File: src/rtl/xbus_arbiter.sv
// xbus_arbiter: two-master round-robin bus arbiter with lock, fixed read latency and registered outputs.
// Define XARB_TIMEOUT_EN to break a lock that starves the other master for TIMEOUT cycles.
`ifndef ADDR_W
`define ADDR_W 16
`endif
module xbus_arbiter #(
  parameter int ADDR_W  = `ADDR_W,
  parameter int DATA_W  = 32,
  parameter int LAT     = 1,
  parameter int TIMEOUT = 256
) (
  input  logic              clk,
  input  logic              rst_n,
  input  logic              m0_req,
  input  logic              m1_req,
  input  logic [ADDR_W-1:0] m0_addr,
  input  logic [ADDR_W-1:0] m1_addr,
  input  logic              m0_we,
  input  logic              m1_we,
  input  logic [DATA_W-1:0] m0_wdata,
  input  logic [DATA_W-1:0] m1_wdata,
  input  logic              m0_lock,
  input  logic              m1_lock,
  output logic              m0_ack,
  output logic              m1_ack,
  output logic [DATA_W-1:0] m0_rdata,
  output logic [DATA_W-1:0] m1_rdata,
  output logic [ADDR_W-1:0] addr,
  output logic              sel,
  output logic              we,
  output logic [DATA_W-1:0] data_to_wr,
  input  logic [DATA_W-1:0] data_to_rd,
  output logic [1:0]        grant,
  output logic              timeout_err
);
  localparam logic [1:0] IDLE = 2'd0, ACCESS = 2'd1, WAIT = 2'd2, ACK = 2'd3;
  localparam int CW = $clog2(LAT + 1);
  logic [1:0] state_q, state_d, grant_q;
  logic [CW-1:0] wcnt_q;
  logic own_q, rr_last_q, lock_hold_q, lock_own_q;
  logic win, start, lock_ok, lock_keep, tmo_clr;
  logic sel_q, we_q, m0_ack_q, m1_ack_q;
  logic [ADDR_W-1:0] addr_q;
  logic [DATA_W-1:0] wdata_q, m0_rdata_q, m1_rdata_q;
  assign start = (state_q == IDLE) && (m0_req || m1_req);
  // A held lock wins only while its owner keeps requesting; otherwise plain round-robin.
  assign win = (lock_ok && (lock_own_q ? m1_req : m0_req)) ? lock_own_q :
               (m0_req && m1_req) ? ~rr_last_q : m1_req;
  always_comb
    state_d = state_q == IDLE   ? (start ? ACCESS : IDLE) :
              state_q == ACCESS ? WAIT :
              state_q == WAIT   ? (wcnt_q == CW'(1) ? ACK : WAIT) : IDLE;
  always_ff @(posedge clk) begin
    if (!rst_n) begin
      state_q     <= IDLE;
      grant_q     <= 2'b00;
      wcnt_q      <= '0;
      own_q       <= 1'b0;
      rr_last_q   <= 1'b1;
      lock_hold_q <= 1'b0;
      lock_own_q  <= 1'b0;
      sel_q       <= 1'b0;
      we_q        <= 1'b0;
      m0_ack_q    <= 1'b0;
      m1_ack_q    <= 1'b0;
      addr_q      <= '0;
      wdata_q     <= '0;
      m0_rdata_q  <= '0;
      m1_rdata_q  <= '0;
    end else begin
      state_q  <= state_d;
      sel_q    <= start;
      m0_ack_q <= 1'b0;
      m1_ack_q <= 1'b0;
      if (start) begin
        own_q     <= win;
        rr_last_q <= win;
        grant_q   <= win ? 2'b10 : 2'b01;
        addr_q    <= win ? m1_addr : m0_addr;
        we_q      <= win ? m1_we : m0_we;
        wdata_q   <= win ? m1_wdata : m0_wdata;
      end
      if (state_q == ACCESS) wcnt_q <= CW'(LAT);
      if (state_q == WAIT) begin
        wcnt_q <= wcnt_q - 1'b1;
        if (wcnt_q == CW'(1)) begin
          m0_ack_q <= ~own_q;
          m1_ack_q <= own_q;
          if (own_q) m1_rdata_q <= data_to_rd;
          else m0_rdata_q <= data_to_rd;
        end
      end
      if (state_q == ACK) begin
        grant_q     <= 2'b00;
        lock_hold_q <= (own_q ? m1_lock : m0_lock) & lock_keep;
        lock_own_q  <= own_q;
      end
      if (tmo_clr) lock_hold_q <= 1'b0;
    end
  end
`ifdef XARB_TIMEOUT_EN
  localparam int TW = $clog2(TIMEOUT + 1);
  logic [TW-1:0] tcnt_q;
  logic tmo_q, terr_q, waiting;
  assign waiting     = lock_hold_q && (lock_own_q ? m0_req : m1_req);
  assign tmo_clr     = waiting && (tcnt_q == TW'(TIMEOUT - 1));
  assign lock_ok     = lock_hold_q && !tmo_clr;
  assign lock_keep   = ~tmo_q & ~tmo_clr;
  assign timeout_err = terr_q;
  // tmo_q remembers a broken lock until one plain round-robin arbitration has happened.
  always_ff @(posedge clk) begin
    if (!rst_n) begin
      tcnt_q <= '0;
      tmo_q  <= 1'b0;
      terr_q <= 1'b0;
    end else begin
      tcnt_q <= (!lock_hold_q || tmo_clr || (start && win != lock_own_q)) ? '0 : tcnt_q + TW'(waiting);
      tmo_q  <= tmo_clr ? !start : (start ? 1'b0 : tmo_q);
      terr_q <= terr_q | tmo_clr;
    end
  end
`else
  assign tmo_clr     = 1'b0;
  assign lock_ok     = lock_hold_q;
  assign lock_keep   = 1'b1;
  assign timeout_err = 1'b0;
`endif
  assign m0_ack     = m0_ack_q;
  assign m1_ack     = m1_ack_q;
  assign m0_rdata   = m0_rdata_q;
  assign m1_rdata   = m1_rdata_q;
  assign addr       = addr_q;
  assign sel        = sel_q;
  assign we         = we_q;
  assign data_to_wr = wdata_q;
  assign grant      = grant_q;
endmodule

File: config.mk
export PLATFORM = sky130hd
export DESIGN_NAME = xbus_arbiter
export DESIGN_NICKNAME = d
export VERILOG_FILES = /design/src/rtl/xbus_arbiter.sv
export SDC_FILE = /design/constraint.sdc
export NUM_CORES = 1
export LEC_CHECK = 0
export CAP_MARGIN = 25
export CORE_MARGIN = 10
export CORE_UTILIZATION = 43
export CTS_CLUSTER_DIAMETER = 120
export DETAILED_ROUTE_END_ITERATION = 16
export GPL_TIMING_DRIVEN = 0
export PLACE_DENSITY_LB_ADDON = 0.3
export SYNTH_ARGS = -nofsm -noshare
export SYNTH_HDL_FRONTEND = slang
export SYNTH_SLANG_ARGS = --single-unit
File: constraint.sdc
create_clock -name clk -period 4.9 [get_ports clk]
set_input_delay 0.49 -clock clk [delete_from_list [all_inputs] [get_ports clk]]
set_output_delay 0.49 -clock clk [all_outputs]
set_load 0.01 [all_outputs]
==> impl_results.md <==
* CTS Buf Count at 17
* Initial Utilization at 44.6%
* F_max at about 0.54 GHz
* Core Area at 11000 um2
* Post-synth EDFFs at 0
* CTS tree: built
* CTS root buffer: clkbuf_16
* Post-Layout Cell Count at about 930
* Vias at 4831
* P_leak at 2.93 nW
* Setup TNS at 0 ns
* Vias/cell at 5.21
* Placed Area at 7600 um2
* FF-to-FF path depth at 7
* Placed insts at 897
* Share of the synthesized area in the top cell type at roughly half
* Crit path capture type: output pin
* Yosys cell types at 30
* Worst path slowest cell: clkdlybuf4s50_1
* WL per Instance at 19.1 um
* HP Class: flip-flop to flip-flop
* Fin nets at ~920
* Most frequent cell after synthesis: nand2_1
* Vias in the first global route at around 5100
* Fin crit share at a little under two fifths
* Leading post-synthesis cells by instance count: 137 x nand2_1, 125 x dfxtp_1, 65 x a21boi_1, 51 x o21a_1, 49 x o221a_1
* DRC errors left at 0
* Max H-tree Level at 4
* Multiplexer share of the synthesized area at 0.408%
* Largest family of logic cells by synthesized area: compound AO/OA/AOI/OAI gates
* Clk pin slew, worst setup/hold paths at about 0.05 ns
* Cell area after synthesis at 4900 um2
* Syn Area/Cell at slightly below 10 um2
* Clock buffer depth at 2
* VDD IR-drop max at a little over 0.3 mV
* Worst skew pair latency at a little over 0.4 ns
* Syn Inst Count at 505
* CTS Hold Bufs at 0
* Drt initial violations at 324
* FFs w/ async S/R, synth at 0%
* Critical path's top delay family: buffers and inverters
* Fin. Hold Viols at 0
* Max Cap Viol at 0
* CP max stage delay at around 0.6 ns
* Setup bufs post-CTS at 0
* R2r setup slk at 3.15 ns
* Outcome: complete, no violations
* FF-to-FF End: addr[11]
* Largest net degree at the start of global routing at 17
* Startpoint types: flip-flop
* Post_cts resized at 0
* Top_reg_cell synth: dfxtp_1
* Req. time, crit path at 4.41 ns
* Die H at 127 um
* Buffers on Ports at 252
* Final min period at 1.85 ns
* Hold Path Depth at 2
* Die Wd at 127 um
* CP Depth at 1
* Clock skew at 0.00687 ns
* Setup crit start: addr[10]
* Overflow after GRT at 0
* Fillers at slightly below 800
* Crit path buffers/inverters at 1
* Worst setup endpoint: addr[10]
* Area growth from synthesis to layout at 65.4%
* Antenna viol nets, final at 0
* Synth Register Bits at roughly 130
* PwrDens at between 300 and 400 nW/um2
* Max-slew headroom at 64.0%
* FF-to-FF Start: state_q[0]
* Synth Area in XOR/XNOR at 0%
* Final count of negative-setup-slack endpoints at 0
* Top cells by area, synth: dfxtp_1 51%, o221a_1 11%, nand2_1 10%, a21boi_1 10%, o21a_1 7.8%
* Site row count at 38
* First-pass GRT wire length at 27.7 mm
* Synth warnings at 0
* Final Slew Violations at 0
* Critical path class: flip-flop to output pin
* Pre-antenna DRT Iters at 5
* Design area at about 8100 um2
* Clk sinks at 125
* WL final at between 15 and 20 mm
* Synth Area in Compound Gates at 30.1%
* Diode count at 0
* Critical-path cell list: clkdlybuf4s50_1
* Adder-Cell Fraction of Synth Area at ~1.0%
* Die area at between 15000 and 20000 um2
* Total GRT Usage at 21.4%
* Initial antenna violation count at 0
* Layout cell share with drive strength beyond 1 at 5.58%
* WP data arrival at 1.36 ns
* Post-Synth Simple-Gate Area at 12.1%
* DP HPWL at 13.8 mm
* Worst-Margin Slew at around 0.54 ns
* I/O pins at 255
* Crit Path Max Fanout at 2
* Register area share after synthesis at about half
* RSZ-0062 raised after global routing: false
* Gpl congestion at ~0.83
* Post-Syn Nets at 645
* Largest area contributor in the netlist: dfxtp_1
layout by cell type, fill, tap and decap left out:
master           Yosys  layout
a21o_1               1       1
mux2i_1              2       2
clkbuf_2             1       1
ha_1                 4       4
a21boi_1            65      65
nor2_1               1       1
o211a_1              1       1
clkbuf_16            0      17
or2_1                1       1
buf_2               15      15
clkbuf_8             0       3
nor2b_1              1       1
a21oi_1              2       2
a31o_1               1       1
o221a_1             49      49
clkdlybuf4s50_1      0     252
inv_1                3       3
o21ai_0              1       1
and3_1               1       1
nand2_1            137     137
a31oi_1              1       1
conb_1               1       1
dfxtp_1            125     125
clkinv_2             0       1
buf_6                6       6
nor3_1               1       1
buf_4                1       1
nand3_1              1       1
clkbuf_1            24      34
and3b_1              1       1
o21a_1              51      51
and2_1               3       3
o21ai_1              1       1
nand2b_1             3       3
worst min path at each step:
stage / end / slack, ns / start
finish: m1_rdata[7] / 0.45 / m1_rdata[7]
global route: m1_rdata[3] / 0.47 / m1_rdata[3]
CTS: m1_rdata[7] / 0.45 / m1_rdata[7]
detailed placement: m1_rdata[7] / 0.45 / m1_rdata[7]
global placement: m1_rdata[16] / 0.44 / m1_rdata[16]
floorplan: rr_last_q / 0.44 / rr_last_q
flip-flops by register name (all words and copies together) (netlist names):
signal	cells
data_to_wr	32
m1_rdata	32
wcnt_q	1
m0_ack	1
lock_own_q	1
grant	2
lock_hold_q	1
own_q	1
m1_ack	1
rr_last_q	1
state_q	2
m0_rdata	32
sel	1
we	1
addr	16
report_power, final:
part	total, W	switching, W	internal (W)
sequential	0.00111	0.0000329	0.00107
clock	0.00109	0.000412	0.000682
combinational	0.000446	0.000173	0.000272
total	0.00265	0.000618	0.00203
area by class of cell:
type | count | area [um2] | share of cell area (%)
clock buffers | 30 | 504 | 6.22
multi-input cells | 330 | 2140 | 26.4
flip-flops and latches | 125 | 2500 | 30.9
clock inverters | 1 | 5.00 | 0.0617
inverters | 3 | 11.3 | 0.139
plain buffers | 47 | 245 | 3.02
repair buffers | 252 | 2520 | 31.1
well taps | 140 | 175 | 2.16
logic make-up after synthesis:
kind of cell,count (synthesis)
flops,125
mux,2
fa+ha+maj,4
buf+inv,50
simple gates,150
other cells,1
compound gates,173
routing by layer:
metal	vias up	wire, um	global-route usage [%]
met1	2297	6600	22.5
met4	0	380	8.17
met3	26	1550	9.00
li1	2319	-	-
met2	189	9160	37.4
met5	-	0	0
stage by stage:
step / hold WS, ns / setup slack [ns] / util [%] / power [W]
2_1_floorplan: 0.442 / 3.36 / - / 0.00130
3_3_place_gp: 0.441 / 2.86 / 69.2 / 0.00156
3_5_place_dp: 0.445 / 2.81 / 69.2 / 0.00157
4_1_cts: 0.452 / 3.03 / 73.8 / 0.00267
5_1_grt: 0.467 / 2.99 / 73.8 / 0.00275
6_report: 0.449 / 3.05 / 73.8 / 0.00265
No activity file was read; power rests on OpenSTA's default activity.
==> RTL change, RTL diff (same flow settings) <==
The option `XARB_TIMEOUT_EN` is turned on by a define.
--- a/src/rtl/xbus_arbiter.sv
+++ b/src/rtl/xbus_arbiter.sv
@@ -1,5 +1,7 @@
 // xbus_arbiter: two-master round-robin bus arbiter with lock, fixed read latency and registered outputs.
 // Define XARB_TIMEOUT_EN to break a lock that starves the other master for TIMEOUT cycles.
+`define XARB_TIMEOUT_EN
+
 `ifndef ADDR_W
 `define ADDR_W 16
 `endif
Behaviour: no difference found for any inputs over 10 cycles, from zero or initial values and one cycle with rst_n low; that may be too few to reach the edited logic, so the function may still have changed.
==> RTL change against the original RTL <==
  * Register-to-register slack worse by 0.84 ns
  * Clock power rose by 49%
  * First-iteration DRC count increased by 20%
  * Sequential power increased by 7%
  * Synthesized cell count grew 35%
  * Global-route usage is 1.6 points higher
  * Total power rose by 24%
  * Sequential cell count is 11 higher
  * Worst setup slack got worse by 0.74 ns
  * Non-clock buffer count up 16
  * Synthesized area grew 15%
  * Routed wire length increased by 22%
  * Design area increased by 12%
  * Critical path type is now reg -> reg
  * Highest routed layer unchanged
==> RTL change: results (changes against the original RTL) <==
* Wire length of the first global-routing pass at 33,200 um (+20%)
* Area post-placement at 0.00837 mm2 (+10%)
* Critical Path Fanout Max at 10 (+8)
* Largest voltage drop on the vdd net at 0.258 mV (-16%)
* Critical path's slowest cell: sky130_fd_sc_hd__or4_1
* Outcome: finished, final reports clean
* Leading post-synthesis cells by instance count: sky130_fd_sc_hd__nand2_1 (139), sky130_fd_sc_hd__dfxtp_1 (136), sky130_fd_sc_hd__o21ai_0 (96)
* Crit path capture: addr[6]
* Number of DRC violations after detailed-routing iteration 0 at 390 (+20%)
* Cells after Synth at 681 (+35%)
* Layout cells sized above 1 at 5.29% (-0.29 points)
* Routed length per instance at 18.9 um (-0.68%)
* Post-detailed-placement half-perimeter wirelength at 16,300 um (+19%)
* Global-route track usage on met1 at 24.9% (+2.5 points)
* Antenna violations before repair at 1 (+1)
* Met2 usage in global routing at 38.8% (+1.4 points)
* Final worst clock skew at 0.00745 ns (+0.000580 ns)
* Vias in the first global route at 6,185 (+21%)
* Total leakage power at 0.00312 uW (+6.5%)
* Overall routed net length at 21,500 um (+22%)
* Post-Synthesis Net Count at 823 (+28%)
* Count of input and output buffers at 251 (-0.40%)
* Total GRT Usage at 23.1% (+1.6 points)
* Maximum single-stage delay on the critical path at 0.51 ns (-0.08 ns)
* Share of synthesized area occupied by flip-flops and latches at 48.3% (-2.8 points)
[RTL change: cell types whose count changed in the layout (fill, tap and decap cells not counted), moves of 10 or more]
cell and change:
sky130_fd_sc_hd__clkbuf_1 +20, sky130_fd_sc_hd__o21ai_0 +95, sky130_fd_sc_hd__dfxtp_1 +11, sky130_fd_sc_hd__a21boi_0 +66
sky130_fd_sc_hd__a21boi_1 -65, sky130_fd_sc_hd__o21a_1 -49, sky130_fd_sc_hd__a21oi_1 +49, sky130_fd_sc_hd__buf_2 -10
sky130_fd_sc_hd__o221a_1 -49, sky130_fd_sc_hd__a31oi_1 +50
[RTL change: through the flow]
stage | util (%) | worst slack, ns
global route | 71.7 | 2.10
CTS | 71.7 | 2.30
floorplan | - | 2.54
finish | 71.7 | 2.31
global placement | 65.8 | 2.16
detailed placement | 65.8 | 2.14
[RTL change: cells by family after synthesis]
kind of cell | share of synthesized area [%]
compound gates | 30.4
simple gates | 12.7
flops | 48.3
buf+inv | 5.06
xor+xnor | 1.09
mux | 1.15
fa+ha+maj | 1.33
[RTL change: report_power, final]
group	switching, uW	internal (uW)
Sequential	29.8	1160
Clock	506	1110
Combinational	215	248
[RTL change: cell type report]
cell class,count,area [um2]
Sequential cell,136,2720
Antenna cell,1,2.50
Clock inverter,15,322
Clock buffer,17,425
Inverter,7,26.3
Fill cell,1053,3600
Timing Repair Buffer,251,2510
Tap cell,172,215
Buffer,64,259
Multi-Input combinational cell,474,2630
[RTL change: how the worst min path moves through the flow]
stage	startpoint	to	slack, ns
after floorplan	tmo_q	tmo_q	0.42
after global placement	tmo_q	tmo_q	0.43
after detailed placement	tmo_q	tmo_q	0.44
after CTS	tmo_q	tmo_q	0.45
after global routing	m1_rdata[4]	m1_rdata[4]	0.48
final	tmo_q	tmo_q	0.45
[RTL change: worst register-to-register path: cells and delay by family, from the launching register on]
kind	cells	cell delay [ns]
flops	1	0.30
buf+inv	4	0.88
simple gates	1	0.51
mux	1	0.13
compound gates	3	0.71
[RTL change: routing by layer]
layer,wire length (um),vias to the layer above,part of all wire [%]
li1,-,2917,-
met1,8470,2830,39
met2,10300,266,48
met3,2130,41,9.9
met4,625,0,2.9
met5,0,-,0
